## src/rtl/spi_reg_bridge_pkg.sv

```systemverilog
// spi_reg_bridge shared definitions: frame geometry, command bit position,
// frame FSM encoding and a counter-width helper.
package spi_reg_bridge_pkg;

    localparam int FRAME_BITS = 24;
    localparam int CMD_BITS   = 8;

    // W is frame bit 23; after CMD_BITS shifts it sits here in rx.
    localparam int W_BIT     = 23;
    localparam int W_CMD_POS = W_BIT - (FRAME_BITS - CMD_BITS);

    typedef enum logic [2:0] {
        ST_IDLE,
        ST_CMD,
        ST_RD_WAIT,
        ST_DATA,
        ST_DONE
    } frame_st_e;

    function automatic int cnt_width(input int n);
        return (n < 2) ? 1 : $clog2(n + 1);
    endfunction

endpackage

```

## src/rtl/spi_sync_edge.sv

```systemverilog
// Two-flop synchroniser with a third flop for rise/fall pulses.
// Ports: clk, rst (sync, high), d async in; rise/fall one-cycle pulses.
module spi_sync_edge (
    input  logic clk,
    input  logic rst,
    input  logic d,
    output logic rise,
    output logic fall
);

    logic [2:0] sh;

    always_ff @(posedge clk) begin
        if (rst) begin
            sh <= '0;
        end else begin
            sh <= {sh[1:0], d};
        end
    end

    assign rise = sh[1] & ~sh[2];
    assign fall = ~sh[1] & sh[2];

endmodule

```

## src/rtl/spi_reg_bridge.sv

```systemverilog
// SPI mode-0 slave to register-table write/read bridge, oversampled on clk.
// Ports: spi_* pins, spi_req/ack/addr/din/dout arbiter side, busy,
// sticky ovr_err/to_err. Macro SPI_ACK_TIMEOUT_EN enables the ack timeout.
module spi_reg_bridge
    import spi_reg_bridge_pkg::*;
#(
    parameter int RD_LAT  = 2,
    parameter int TIMEOUT = 255
) (
    input  logic        clk,
    input  logic        rst,
    input  logic        spi_sclk,
    input  logic        spi_cs_n,
    input  logic        spi_mosi,
    output logic        spi_miso,
    output logic        spi_req,
    input  logic        spi_ack,
    output logic [6:0]  spi_addr,
    output logic [15:0] spi_din,
    input  logic [15:0] spi_dout,
    output logic        busy,
    output logic        ovr_err,
    output logic        to_err
);

    // One width for both the read-latency and the ack-timeout counters.
    localparam int CNT_W =
        cnt_width((RD_LAT > TIMEOUT) ? RD_LAT : TIMEOUT);

    logic            sclk_rise;
    logic            sclk_fall;
    logic [1:0]      cs_sync;
    logic [1:0]      mosi_sync;
    logic            cs_d;
    logic            cs_n_s;
    logic            mosi_s;
    logic            cs_fall;

    frame_st_e       state;
    frame_st_e       state_nxt;
    logic [4:0]      bit_cnt;
    logic [15:0]     rx;
    logic [15:0]     tx;
    logic [CNT_W-1:0] wait_cnt;
    logic            cmd_w;
    logic [6:0]      cmd_addr;
    logic            rd_blk;
    logic            cmd_hit;
    logic            cap;
    logic            frame_done;
    logic            to_hit;

    spi_sync_edge u_sclk (
        .clk  (clk),
        .rst  (rst),
        .d    (spi_sclk),
        .rise (sclk_rise),
        .fall (sclk_fall)
    );

    always_ff @(posedge clk) begin
        if (rst) begin
            cs_sync   <= 2'b11;
            cs_d      <= 1'b1;
            mosi_sync <= 2'b00;
        end else begin
            cs_sync   <= {cs_sync[0], spi_cs_n};
            cs_d      <= cs_sync[1];
            mosi_sync <= {mosi_sync[0], spi_mosi};
        end
    end

    assign cs_n_s  = cs_sync[1];
    assign mosi_s  = mosi_sync[1];
    assign cs_fall = cs_d & ~cs_n_s;
    assign busy    = spi_req;

    always_ff @(posedge clk) begin
        if (rst) begin
            state <= ST_IDLE;
        end else begin
            state <= state_nxt;
        end
    end

    always_comb begin
        state_nxt  = state;
        cmd_hit    = 1'b0;
        cap        = 1'b0;
        frame_done = 1'b0;
        unique case (state)
            ST_IDLE: begin
                if (cs_fall) state_nxt = ST_CMD;
            end
            ST_CMD: begin
                if (cs_n_s) begin
                    state_nxt = ST_IDLE;
                end else if (bit_cnt == 5'(CMD_BITS)) begin
                    cmd_hit   = 1'b1;
                    state_nxt = rx[W_CMD_POS] ? ST_DATA : ST_RD_WAIT;
                end
            end
            ST_RD_WAIT: begin
                if (cs_n_s) begin
                    state_nxt = ST_IDLE;
                end else if (wait_cnt == CNT_W'(RD_LAT - 1)) begin
                    cap       = 1'b1;
                    state_nxt = ST_DATA;
                end
            end
            ST_DATA: begin
                // A completed frame wins over a simultaneous cs_n release.
                if (bit_cnt == 5'(FRAME_BITS)) begin
                    frame_done = 1'b1;
                    state_nxt  = ST_DONE;
                end else if (cs_n_s) begin
                    state_nxt = ST_IDLE;
                end
            end
            ST_DONE: begin
                if (cs_n_s) state_nxt = ST_IDLE;
            end
            default: state_nxt = ST_IDLE;
        endcase
    end

    always_ff @(posedge clk) begin
        if (rst) begin
            bit_cnt  <= '0;
            rx       <= '0;
            tx       <= '0;
            wait_cnt <= '0;
            cmd_w    <= 1'b0;
            cmd_addr <= '0;
            rd_blk   <= 1'b0;
            spi_miso <= 1'b0;
            spi_req  <= 1'b0;
            spi_addr <= '0;
            spi_din  <= '0;
            ovr_err  <= 1'b0;
        end else begin
            if (state == ST_IDLE) begin
                bit_cnt <= '0;
            end else if (sclk_rise && bit_cnt < 5'(FRAME_BITS)) begin
                bit_cnt <= bit_cnt + 5'd1;
                rx      <= {rx[14:0], mosi_s};
            end

            wait_cnt <= (state == ST_RD_WAIT) ?
                        wait_cnt + CNT_W'(1) : '0;

            if (cmd_hit) begin
                cmd_w    <= rx[W_CMD_POS];
                cmd_addr <= rx[W_CMD_POS-1:0];
                rd_blk   <= spi_req;
                tx       <= '0;
                // A read must not disturb the address of a pending write.
                if (!rx[W_CMD_POS]) begin
                    if (spi_req) ovr_err  <= 1'b1;
                    else         spi_addr <= rx[W_CMD_POS-1:0];
                end
            end else if (cap) begin
                tx <= rd_blk ? 16'h0000 : spi_dout;
            end else if (state == ST_DATA && sclk_fall) begin
                tx <= {tx[14:0], 1'b0};
            end

            if (state == ST_DATA) begin
                if (sclk_fall) spi_miso <= tx[15];
            end else begin
                spi_miso <= 1'b0;
            end

            if (spi_req && (spi_ack || to_hit)) spi_req <= 1'b0;

            if (frame_done && cmd_w) begin
                if (spi_req) begin
                    ovr_err <= 1'b1;
                end else begin
                    spi_req  <= 1'b1;
                    spi_addr <= cmd_addr;
                    spi_din  <= rx;
                end
            end
        end
    end

`ifdef SPI_ACK_TIMEOUT_EN
    logic [CNT_W-1:0] to_cnt;

    always_ff @(posedge clk) begin
        if (rst || !spi_req) begin
            to_cnt <= '0;
        end else begin
            to_cnt <= to_cnt + CNT_W'(1);
        end
    end

    assign to_hit = spi_req && (to_cnt == CNT_W'(TIMEOUT - 1));

    // An ack landing on the timeout cycle counts as success.
    always_ff @(posedge clk) begin
        if (rst) begin
            to_err <= 1'b0;
        end else if (to_hit && !spi_ack) begin
            to_err <= 1'b1;
        end
    end
`else
    assign to_hit = 1'b0;
    assign to_err = 1'b0;
`endif

endmodule

```

## config.mk

```make
export PLATFORM = sky130hd
export DESIGN_NAME = spi_reg_bridge
export DESIGN_NICKNAME = d
export VERILOG_FILES = /design/src/rtl/spi_reg_bridge_pkg.sv /design/src/rtl/spi_sync_edge.sv /design/src/rtl/spi_reg_bridge.sv
export SDC_FILE = /design/constraint.sdc
export NUM_CORES = 1
export LEC_CHECK = 0
export ABC_AREA = 0
export BUFFER_PORTS_ARGS = -buffer_cell sky130_fd_sc_hd__buf_2
export CELL_PAD_IN_SITES_DETAIL_PLACEMENT = 0
export CELL_PAD_IN_SITES_GLOBAL_PLACEMENT = 1
export CORE_ASPECT_RATIO = 1.2
export CORE_UTILIZATION = 39
export DETAILED_ROUTE_END_ITERATION = 8
export PLACE_DENSITY = 0.71
export SLEW_MARGIN = 20
export SYNTH_ARGS = -nofsm -noshare
export SYNTH_HDL_FRONTEND = slang
export SYNTH_SLANG_ARGS = --single-unit
```

## constraint.sdc

```tcl
create_clock -name clk -period 1.7 [get_ports clk]
set_input_delay 0.085 -clock clk [delete_from_list [all_inputs] [get_ports clk]]
set_output_delay 0.085 -clock clk [all_outputs]
set_load 0.05 [all_outputs]
```

==> run metrics, run 1 <==
status complete, but fails checks; failing checks negative setup slack; Die Y-Extent 108 um; gpl congestion 0.729; Final min period 1.72 ns; post-synth net total 440; met3 wire len 269 um; CTS tree done; via count 3,073; fin nets 517; die area 9800 um2; DR WL/cell 13.0 um; max cap viols 0; first-pass GRT wire length 13,000 um; cell area after layout 4780 um2; Hold Crit Class in2reg; top-area cell type share of the netlist area 49.7%; # DRC 0; Simple-Gate Fraction of Synth Area 21.5%; num ports 50; area of the multi-input gates 1810 um2; largest net degree at the start of global routing 36; H-tree depth 3; Syn Std Cell Area 3670 um2; Hold Worst Slack 0.0349 ns; PortBufs 48; commonest non-fill, non-tap cell in the layout dfxtp_1; initial antenna violation count 0; Antenna Diode Count 0; initial core utilization 40.4%; Die Wd 90.5 um; IR Drop Worst-Case VDD 0.446 mV; total CTS buffers 9; share of post-route cells with drive strength above 1 26.0%; grt total ovfl 0; Synth Flop Type dfxtp_1; ys async rst share 0%; RSZ-0062 raised after global routing true; Seq/Total Area, Yosys 49.7%; EDFF count, synth 0; Longest Clk Path Bufs 2; top layer reached by signal wires met4; Tcrit/Tclk final 101%; vias in the first global route 2,841; xor/xnor cell area share of the yosys netlist 2.15%; WL met1 3700 um; Initial DRT Pass Iterations 4; post-placement cell area 4170 um2; mux cell area share after synthesis 6.82%; worst skew pair latency 0.36 ns; synth top area cells dfxtp_1, nand2_1, mux2i_1; Slew Limit Fails 0; Detail Placement HPWL 5090 um; Area growth syn-to-layout 30.2%; post-synthesis register bit count 91; Synth cell types 44; Reg clk slew, reported paths 0.08 ns; Yosys warning count 0; num rows 38; data arrival time of the critical path 1.97 ns; Detail Route Antenna Nets 0; Worst setup EP type flop; Fin. Hold Viols 0; Via-to-Cell Ratio 4.99; Tot GR Track Use 16.8%; setup ws final -0.0199 ns; Worst Path Required 1.95 ns; Power Density 844 nW/um2; Fmax achieved 581 MHz; fill count 870; Synth Area in Compound Gates 13.8%; CP Max Fanout 7; most frequent cells in the layout dfxtp_1, nand2_1, buf_2, a21oi_1, nor2_1; Adder-Cell Fraction of Synth Area 1.36%; Leakage 0.00193 uW; clock sink total 91; Setup CP Type reg2reg; area leader, netlist dfxtp_1; Placeable Area 9080 um2; largest family of logic cells by synthesized area simple AND/OR/NAND/NOR gates; Iter 0 DRT Violations 69; CP startpoint kind flop; endpoints failing setup 3; Synth Instances 414; Register Area 1830 um2; Mapped Avg Cell Area 8.86 um2; clk_skew 0.00899 ns; met2 routed WL 3880 um; clock root cell clkbuf_8; total routed wirelength 8030 um
[metal layers]
layer | global-route usage [%] | vias to the layer above
li1 | - | 1570
met1 | 19.8 | 1433
met2 | 28.6 | 56
met3 | 3.02 | 14
met4 | 9.68 | 0
met5 | 0 | -
[report_power, final]
group          leakage, uW  switching (uW)  internal (uW)
clock network     0.000123             723           1010
registers         0.000736            2.94           2140
logic              0.00107            77.4           78.6
total              0.00193             803           3230
[flip-flops by register name (all words and copies together) (netlist names)]
signal,count
ovr_err,1
spi_addr,7
rd_blk,1
cs_d,1
tx,16
cs_sync,2
busy,1
bit_cnt,5
cmd_addr,7
spi_din,16
rx,16
state,3
mosi_sync,2
u_sclk.sh,3
wait_cnt,8
spi_miso,1
cmd_w,1
[metrics by stage]
step                      util, %  cells  TNS [ns]  worst slack, ns  power (uW)
after global routing         52.6    616     -1.49           -0.134        4200
after global placement       45.9    578    -0.135          -0.0231        2310
after floorplan                 -    414    -0.330          -0.0505        2260
after CTS                    50.9    613   -0.0374          -0.0282        4090
final                        52.6    616   -0.0487          -0.0199        4030
after detailed placement     45.9    578    -0.881          -0.0949        2310
[Yosys cell counts (all sizes together), types with 3 or more instances]
cell    number
a211oi       9
a21oi       46
a221oi      14
and3         4
buf          9
clkbuf      22
dfxtp       91
ha           4
inv          6
mux2i       25
nand2       81
nand2b       5
nand3        9
nor2        38
nor2b        6
nor3         3
nor4         3
nor4b        3
or2          4
xnor2        3
xor2         6
[final cells by class]
| cell class | instances | share of cell area [%] |
|---|---|---|
| inverter | 6 | 0.472 |
| multi-input combinational | 286 | 37.9 |
| sequential | 91 | 38.2 |
| clock buffer | 11 | 2.96 |
| timing repair buffer | 97 | 15.2 |
| tap | 120 | 3.14 |
| clock inverter | 5 | 2.10 |
[cells by family (layout without fill, tap and decap cells)]
family	count (synthesis)	after routing
compound gates	79	79
xor+xnor	9	9
fa+ha+maj	4	4
buf+inv	37	119
flops	91	91
mux	25	25
other cells	1	1
simple gates	168	168
[repair_timing]
item	in CTS	in global routing
resized for setup	5	30
cloned	0	2
setup buffers	1	1
pin swaps	4	10
endpoints found under the hold margin	18	0
setup endpoints to repair	21	40
hold buffers	18	0
[critical path, stage by stage (launching register included)]
cell      delay [ns]
dfxtp_1         0.32
or4b_4          0.55
nor4b_4         0.23
buf_6           0.19
mux2i_2         0.23
a211oi_2        0.09
[final timing paths]
| kind | cells past startpoint | startpoint | slack, ns | to |
|---|---|---|---|---|
| worst max register to register | 5 | cs_sync[1] | -0.02 | spi_addr[4] |
| worst min register to register | 1 | u_sclk.sh[0] | 0.44 | u_sclk.sh[1] |
| worst max-delay path | 5 | cs_sync[1] | -0.02 | spi_addr[4] |
| worst min-delay path | 3 | spi_dout[2] | 0.03 | tx[2] |
No activity file was read; power rests on OpenSTA's default activity.
==> inputs of run 2 (changes only) <==
--- a/config.mk
+++ b/config.mk
@@ -9,7 +9,7 @@
 export BUFFER_PORTS_ARGS = -buffer_cell sky130_fd_sc_hd__buf_2
 export CELL_PAD_IN_SITES_DETAIL_PLACEMENT = 0
 export CELL_PAD_IN_SITES_GLOBAL_PLACEMENT = 1
-export CORE_ASPECT_RATIO = 1.2
+export CORE_ASPECT_RATIO = 0.9
 export CORE_UTILIZATION = 39
 export DETAILED_ROUTE_END_ITERATION = 8
 export PLACE_DENSITY = 0.71
==> run metrics, run 2 (synthesis gave the netlist of run 1 again) <==
status complete, but fails checks (unchanged); failing checks negative setup slack (unchanged); Net Sw Frac 22.4% (was 19.9%); setup_tns -0.320 ns (was -0.0487 ns); DR WL/cell 13.4 um (was 13.0 um); endpoints failing setup 14 (was 3); Worst R2R Setup Slack -0.05 ns (was -0.02 ns); total routed wirelength 8410 um (was 8030 um); Die Wd 104 um (was 90.5 um); Worst path slowest cell dfxtp_2 (was or4b_4); fill count 891 (was 870); biggest regs rx: 16 flops, spi_din: 16 flops, tx: 16 flops (unchanged); num rows 33 (was 38); Clk pwr share 41.5% (was 43.0%); data arrival time of the critical path 2.04 ns (was 1.97 ns); Worst Path Required 1.99 ns (was 1.95 ns); clock sink total 91 (unchanged); Antenna Diode Count 0 (unchanged); Via-to-Cell Ratio 5.05 (was 4.99); Placeable Area 9130 um2 (was 9080 um2); clk_skew 0.0123 ns (was 0.00899 ns); Gate power share 4.2% (was 3.9%); Area growth syn-to-layout 34.3% (was 30.2%); clock root cell clkbuf_8 (unchanged); via count 3,163 (was 3,073); vias in the first global route 2,832 (was 2,841); share of post-route cells with drive strength above 1 29.8% (was 26.0%); Fin. Hold Viols 0 (unchanged); pre-CTS setup slack -0.0779 ns (was -0.0949 ns); largest net degree at the start of global routing 35 (was 36); total CTS buffers 9 (unchanged); first-pass GRT wire length 13,400 um (was 13,000 um); CTS tree done (unchanged); net switching power 885 uW (was 803 uW); fin nets 525 (was 517); cell area after layout 4930 um2 (was 4780 um2); Longest Clk Path Bufs 2 (unchanged); worst skew pair latency 0.36 ns (about the same); initial core utilization 40.2% (was 40.4%); Final min period 1.75 ns (was 1.72 ns); num ports 50 (unchanged); Reg power frac 54.3% (was 53.1%); most frequent cells in the layout dfxtp_1, nand2_1, buf_2, nor2_1, a21oi_1 (was dfxtp_1, nand2_1, buf_2, a21oi_1, nor2_1); CP startpoint kind flop (unchanged); Worst setup EP type flop (unchanged); Slew HR 65.9%; Fmax achieved 572 MHz (was 581 MHz); Critical Path Max Stage Delay 0.33 ns (was 0.55 ns); PortBufs 48 (unchanged); max cap viols 0 (unchanged); Leakage 0.00199 uW (was 0.00193 uW); commonest non-fill, non-tap cell in the layout dfxtp_1 (unchanged); Power Density 802 nW/um2 (was 844 nW/um2); Slew Limit Fails 0 (unchanged); worst-path cell chain inv_2, ha_4, nand4b_1, buf_4, buf_6, nor3_4, clkbuf_16, nand2_2, a21oi_2 (was or4b_4, nor4b_4, buf_6, mux2i_2, a211oi_2); setup ws final -0.0470 ns (was -0.0199 ns); Worst-Margin Slew 0.511 ns; Iter 0 DRT Violations 78 (was 69); Die Y-Extent 94.0 um (was 108 um); Reg clk slew, reported paths 0.09 ns (was 0.08 ns); Detail Placement HPWL 5200 um (was 5090 um); Tcrit/Tclk final 103% (was 101%); power consumption 3950 uW (was 4030 uW); gpl congestion 0.767 (was 0.729); initial antenna violation count 0 (unchanged); Initial DRT Pass Iterations 4 (unchanged); grt total ovfl 0 (unchanged); CP Max Fanout 8 (was 7); post-placement cell area 4200 um2 (was 4170 um2); Detail Route Antenna Nets 0 (unchanged); Setup CP Type reg2reg (unchanged); IR Drop Worst-Case VDD 0.546 mV (was 0.446 mV); # DRC 0 (unchanged); Tot GR Track Use 16.9% (was 16.8%); RSZ-0062 raised after global routing true (unchanged); Hold Crit Class in2reg (unchanged); H-tree depth 3 (unchanged); die area 9800 um2 (about the same); Pint 3060 uW (was 3230 uW)
[run 2: cell count changes in the layout (fill, tap and decap cells not counted), moves of 3 or more]
cell	previous run	this run
a21oi_1	46	37
a21oi_2	0	9
buf_4	21	25
dlygate4sd3_1	18	21
nand2_1	80	71
nand2_2	1	9
[run 2: area by class of cell]
cell class	count	area [um2]	area share (%)
sequential	91	1830	37.1
timing repair buffer	105	832	16.9
clock inverter	7	98.8	2.01
inverter	6	22.5	0.457
multi-input combinational	286	1870	38.0
tap	122	153	3.10
clock buffer	9	124	2.51
[run 2: stage by stage]
stage               util (%)  cells  hold WS, ns
detailed placement      46.1    583        0.280
global route            54.0    626       0.0318
global placement        46.1    583        0.276
CTS                     51.1    621      0.00105
finish                  54.0    626       0.0223
floorplan                  -    414        0.189
[run 2: critical path, delay by kind of cell, from the launching register on]
family	cells	cell delay [ns]
fa+ha+maj	1	0.13
compound gates	1	0.11
flops	1	0.33
buf+inv	4	0.60
simple gates	3	0.52
[run 2: power by group through the flow]
stage	clock network (uW)	registers [uW]	logic, uW
after floorplan	0	2190	67.8
after global placement	0	2190	119
after detailed placement	0	2190	119
after CTS	1670	2140	156
after global routing	1770	2140	182
final	1640	2140	167
[run 2: final timing paths]
check,startpoint,to,cells past startpoint
min reg2reg,cs_sync[0],cs_sync[1],1
max reg2reg,bit_cnt[1],spi_din[14],9
min,spi_dout[3],tx[3],3
max,bit_cnt[1],spi_din[14],9
[run 2: repair_timing]
action / 4_1_cts / 5_1_grt
cloned: 0 / 4
endpoints found under the hold margin: 20 / 0
pin swaps: 1 / 26
buffers inserted: 1 / 2
resized for setup: 4 / 48
hold buffers: 21 / 0
endpoints found under the setup margin: 35 / 55
[run 2: routing by layer]
metal / wire length, um / track usage, % / share of wire [%] / vias to the layer above
met5: 0 / 0 / 0 / -
met4: 94 / 5.36 / 1.1 / 0
met3: 254 / 3.47 / 3.0 / 9
met2: 3990 / 27.8 / 47 / 60
met1: 4080 / 22.3 / 48 / 1501
li1: - / - / - / 1593
==> inputs of run 3 (changes only) <==
--- a/config.mk
+++ b/config.mk
@@ -10,9 +10,11 @@
 export CELL_PAD_IN_SITES_DETAIL_PLACEMENT = 0
 export CELL_PAD_IN_SITES_GLOBAL_PLACEMENT = 1
 export CORE_ASPECT_RATIO = 0.9
-export CORE_UTILIZATION = 39
+export CORE_UTILIZATION = 40
+export CTS_BUF_LIST = sky130_fd_sc_hd__clkbuf_4 sky130_fd_sc_hd__clkbuf_8
 export DETAILED_ROUTE_END_ITERATION = 8
-export PLACE_DENSITY = 0.71
+export PLACE_DENSITY = 0.73
+export RECOVER_POWER = 50
 export SLEW_MARGIN = 20
 export SYNTH_ARGS = -nofsm -noshare
 export SYNTH_HDL_FRONTEND = slang
==> constraint.sdc (replaced) <==
create_clock -name clk -period 1.7 [get_ports clk]
set_input_delay 0 -clock clk [delete_from_list [all_inputs] [get_ports clk]]
set_output_delay 0 -clock clk [all_outputs]
set_load 0.05 [all_outputs]
==> run metrics, run 3 (synthesis gave the netlist of run 1 again) <==
die area 9560 um2 (was 9800 um2); Reg clk slew, reported paths 0.10 ns (was 0.09 ns); Worst setup EP type flop (unchanged); Slew HR 63.1% (was 65.9%); Iter 0 DRT Violations 161 (was 78); Hold Crit Start spi_cs_n (was spi_dout[3]); # DRC 0 (unchanged); Initial DRT Pass Iterations 4 (unchanged); max cap viols 0 (unchanged); Power Density 788 nW/um2 (was 802 nW/um2); CP Max Fanout 7 (was 8); Antenna Diode Count 0 (unchanged); Register-to-Register Path Depth 5 (was 9); Net Sw Frac 22.0% (was 22.4%); Crit Reg-Reg Startpoint state[1] (was bit_cnt[1]); Tot GR Track Use 17.6% (was 16.9%); CTS tree done (unchanged); most frequent cells in the layout dfxtp_1, nand2_1, buf_2, a21oi_1, nor2_1 (was dfxtp_1, nand2_1, buf_2, nor2_1, a21oi_1); biggest regs rx: 16 flops, spi_din: 16 flops, tx: 16 flops (unchanged); IR Drop Worst-Case VDD 0.364 mV (was 0.546 mV); Worst-Margin Slew 0.553 ns (was 0.511 ns); Detail Placement HPWL 4960 um (was 5200 um); initial core utilization 42.0% (was 40.2%); Final min period 1.74 ns (was 1.75 ns); Fmax achieved 574 MHz (was 572 MHz); Clk pwr share 41.3% (was 41.5%); worst skew pair latency 0.36 ns (about the same); fill count 838 (was 891); H-tree depth 3 (unchanged); clock root cell clkbuf_8 (unchanged); grt total ovfl 0 (unchanged); data arrival time of the critical path 1.97 ns (was 2.04 ns); Pint 3060 uW (about the same); num ports 50 (unchanged); status complete, but fails checks (unchanged); clk_skew 0.0135 ns (was 0.0123 ns); initial antenna violation count 0 (unchanged); Gate power share 4.1% (was 4.2%); Longest Clk Path Bufs 2 (unchanged); fin nets 527 (was 525); Worst Setup SP state[1] (was bit_cnt[1]); DR WL/cell 13.4 um (about the same); Worst R2R Setup Slack -0.04 ns (was -0.05 ns); endpoints failing setup 15 (was 14); setup ws final -0.0421 ns (was -0.0470 ns); Fin. Hold Viols 0 (unchanged); Via-to-Cell Ratio 4.99 (was 5.05); Worst Path Required 1.93 ns (was 1.99 ns); net switching power 863 uW (was 885 uW); vias in the first global route 2,899 (was 2,832); failing checks negative setup slack (unchanged); num rows 32 (was 33); Reg power frac 54.6% (was 54.3%); Die Wd 103 um (was 104 um); total routed wirelength 8370 um (was 8410 um); power consumption 3930 uW (was 3950 uW); clock sink total 91 (unchanged); total CTS buffers 9 (unchanged); largest net degree at the start of global routing 53 (was 35); Detail Route Antenna Nets 0 (unchanged); fin cells 625 (was 626); CP startpoint kind flop (unchanged); placed insts 579 (was 583); via count 3,117 (was 3,163); PortBufs 48 (unchanged); reg2reg end spi_addr[3] (was spi_din[14]); gpl congestion 0.789 (was 0.767); share of post-route cells with drive strength above 1 28.7% (was 29.8%); RSZ-0062 raised after global routing true (unchanged); Tcrit/Tclk final 102% (was 103%); first-pass GRT wire length 13,300 um (was 13,400 um); Placeable Area 8730 um2 (was 9130 um2); Setup CP Type reg2reg (unchanged); Area growth syn-to-layout 35.8% (was 34.3%); commonest non-fill, non-tap cell in the layout dfxtp_1 (unchanged); Critical Path Sink spi_addr[3] (was spi_din[14]); Slew Limit Fails 0 (unchanged); Hold Crit Class in2reg (unchanged); Leakage 0.00202 uW (was 0.00199 uW); Die Y-Extent 92.8 um (was 94.0 um)
==> run 3: worst min path at each step <==
stage                      end  slack (ns)  cells past startpoint
global placement    cs_sync[0]        0.19                      2
global route        cs_sync[0]        0.37                      3
CTS                 cs_sync[0]        0.34                      3
finish              cs_sync[0]        0.36                      3
detailed placement  cs_sync[0]        0.19                      2
floorplan           cs_sync[0]        0.10                      1
==> run 3: per-stage QoR <==
step                setup WS, ns  cell area, um2  utilization, %  setup TNS (ns)  hold WS [ns]
detailed placement       -0.0888            4220            48.3           -1.37         0.189
global placement         -0.0500            4220            48.3          -0.630         0.186
finish                   -0.0421            4980            57.1          -0.253         0.364
global route              -0.133            4980            57.1           -2.17         0.369
floorplan                -0.0505            3700               -          -0.330         0.104
CTS                      -0.0333            4690            53.8          -0.110         0.344
==> run 3: power groups by stage <==
stage / clock (uW) / sequential [uW] / combinational, uW
global route: 1760 / 2140 / 176
detailed placement: 0 / 2190 / 114
global placement: 0 / 2190 / 114
floorplan: 0 / 2190 / 67.8
CTS: 1670 / 2140 / 155
finish: 1620 / 2140 / 162
==> run 3: worst max-delay path: stages, from the launching register on <==
cell and delay [ns]:
dfxtp_2 0.33, or4b_4 0.55, nor4b_4 0.27, buf_12 0.17, mux2i_2 0.20, a211oi_1 0.09
==> run 3: final cells by class <==
cell class                 instances  area (um2)  share of cell area (%)
clock buffer                       9         124                    2.49
clock inverter                     7        96.3                    1.93
inverter                           6        22.5                   0.452
multi-input combinational        286        1860                    37.3
sequential                        91        1830                    36.7
tap                              119         149                    2.99
timing repair buffer             107         905                    18.2
==> run 3: what timing repair did <==
item                                    CTS  global route
hold endpoints to repair                 22             0
gates cloned                              1             4
endpoints found under the setup margin   37            47
resized for setup                         5            50
pin swaps                                 2            31
hold buffers                             23             0
buffers inserted                          0             2
==> run 3: layer usage <==
layer / wire length, um / global-route usage [%] / part of all wire [%] / vias up
met2: 3810 / 27.1 / 45 / 56
met3: 300 / 4.91 / 3.6 / 8
li1: - / - / - / 1608
met1: 4190 / 24.0 / 50 / 1445
met4: 72 / 4.69 / 0.86 / 0
met5: 0 / 0 / 0 / -
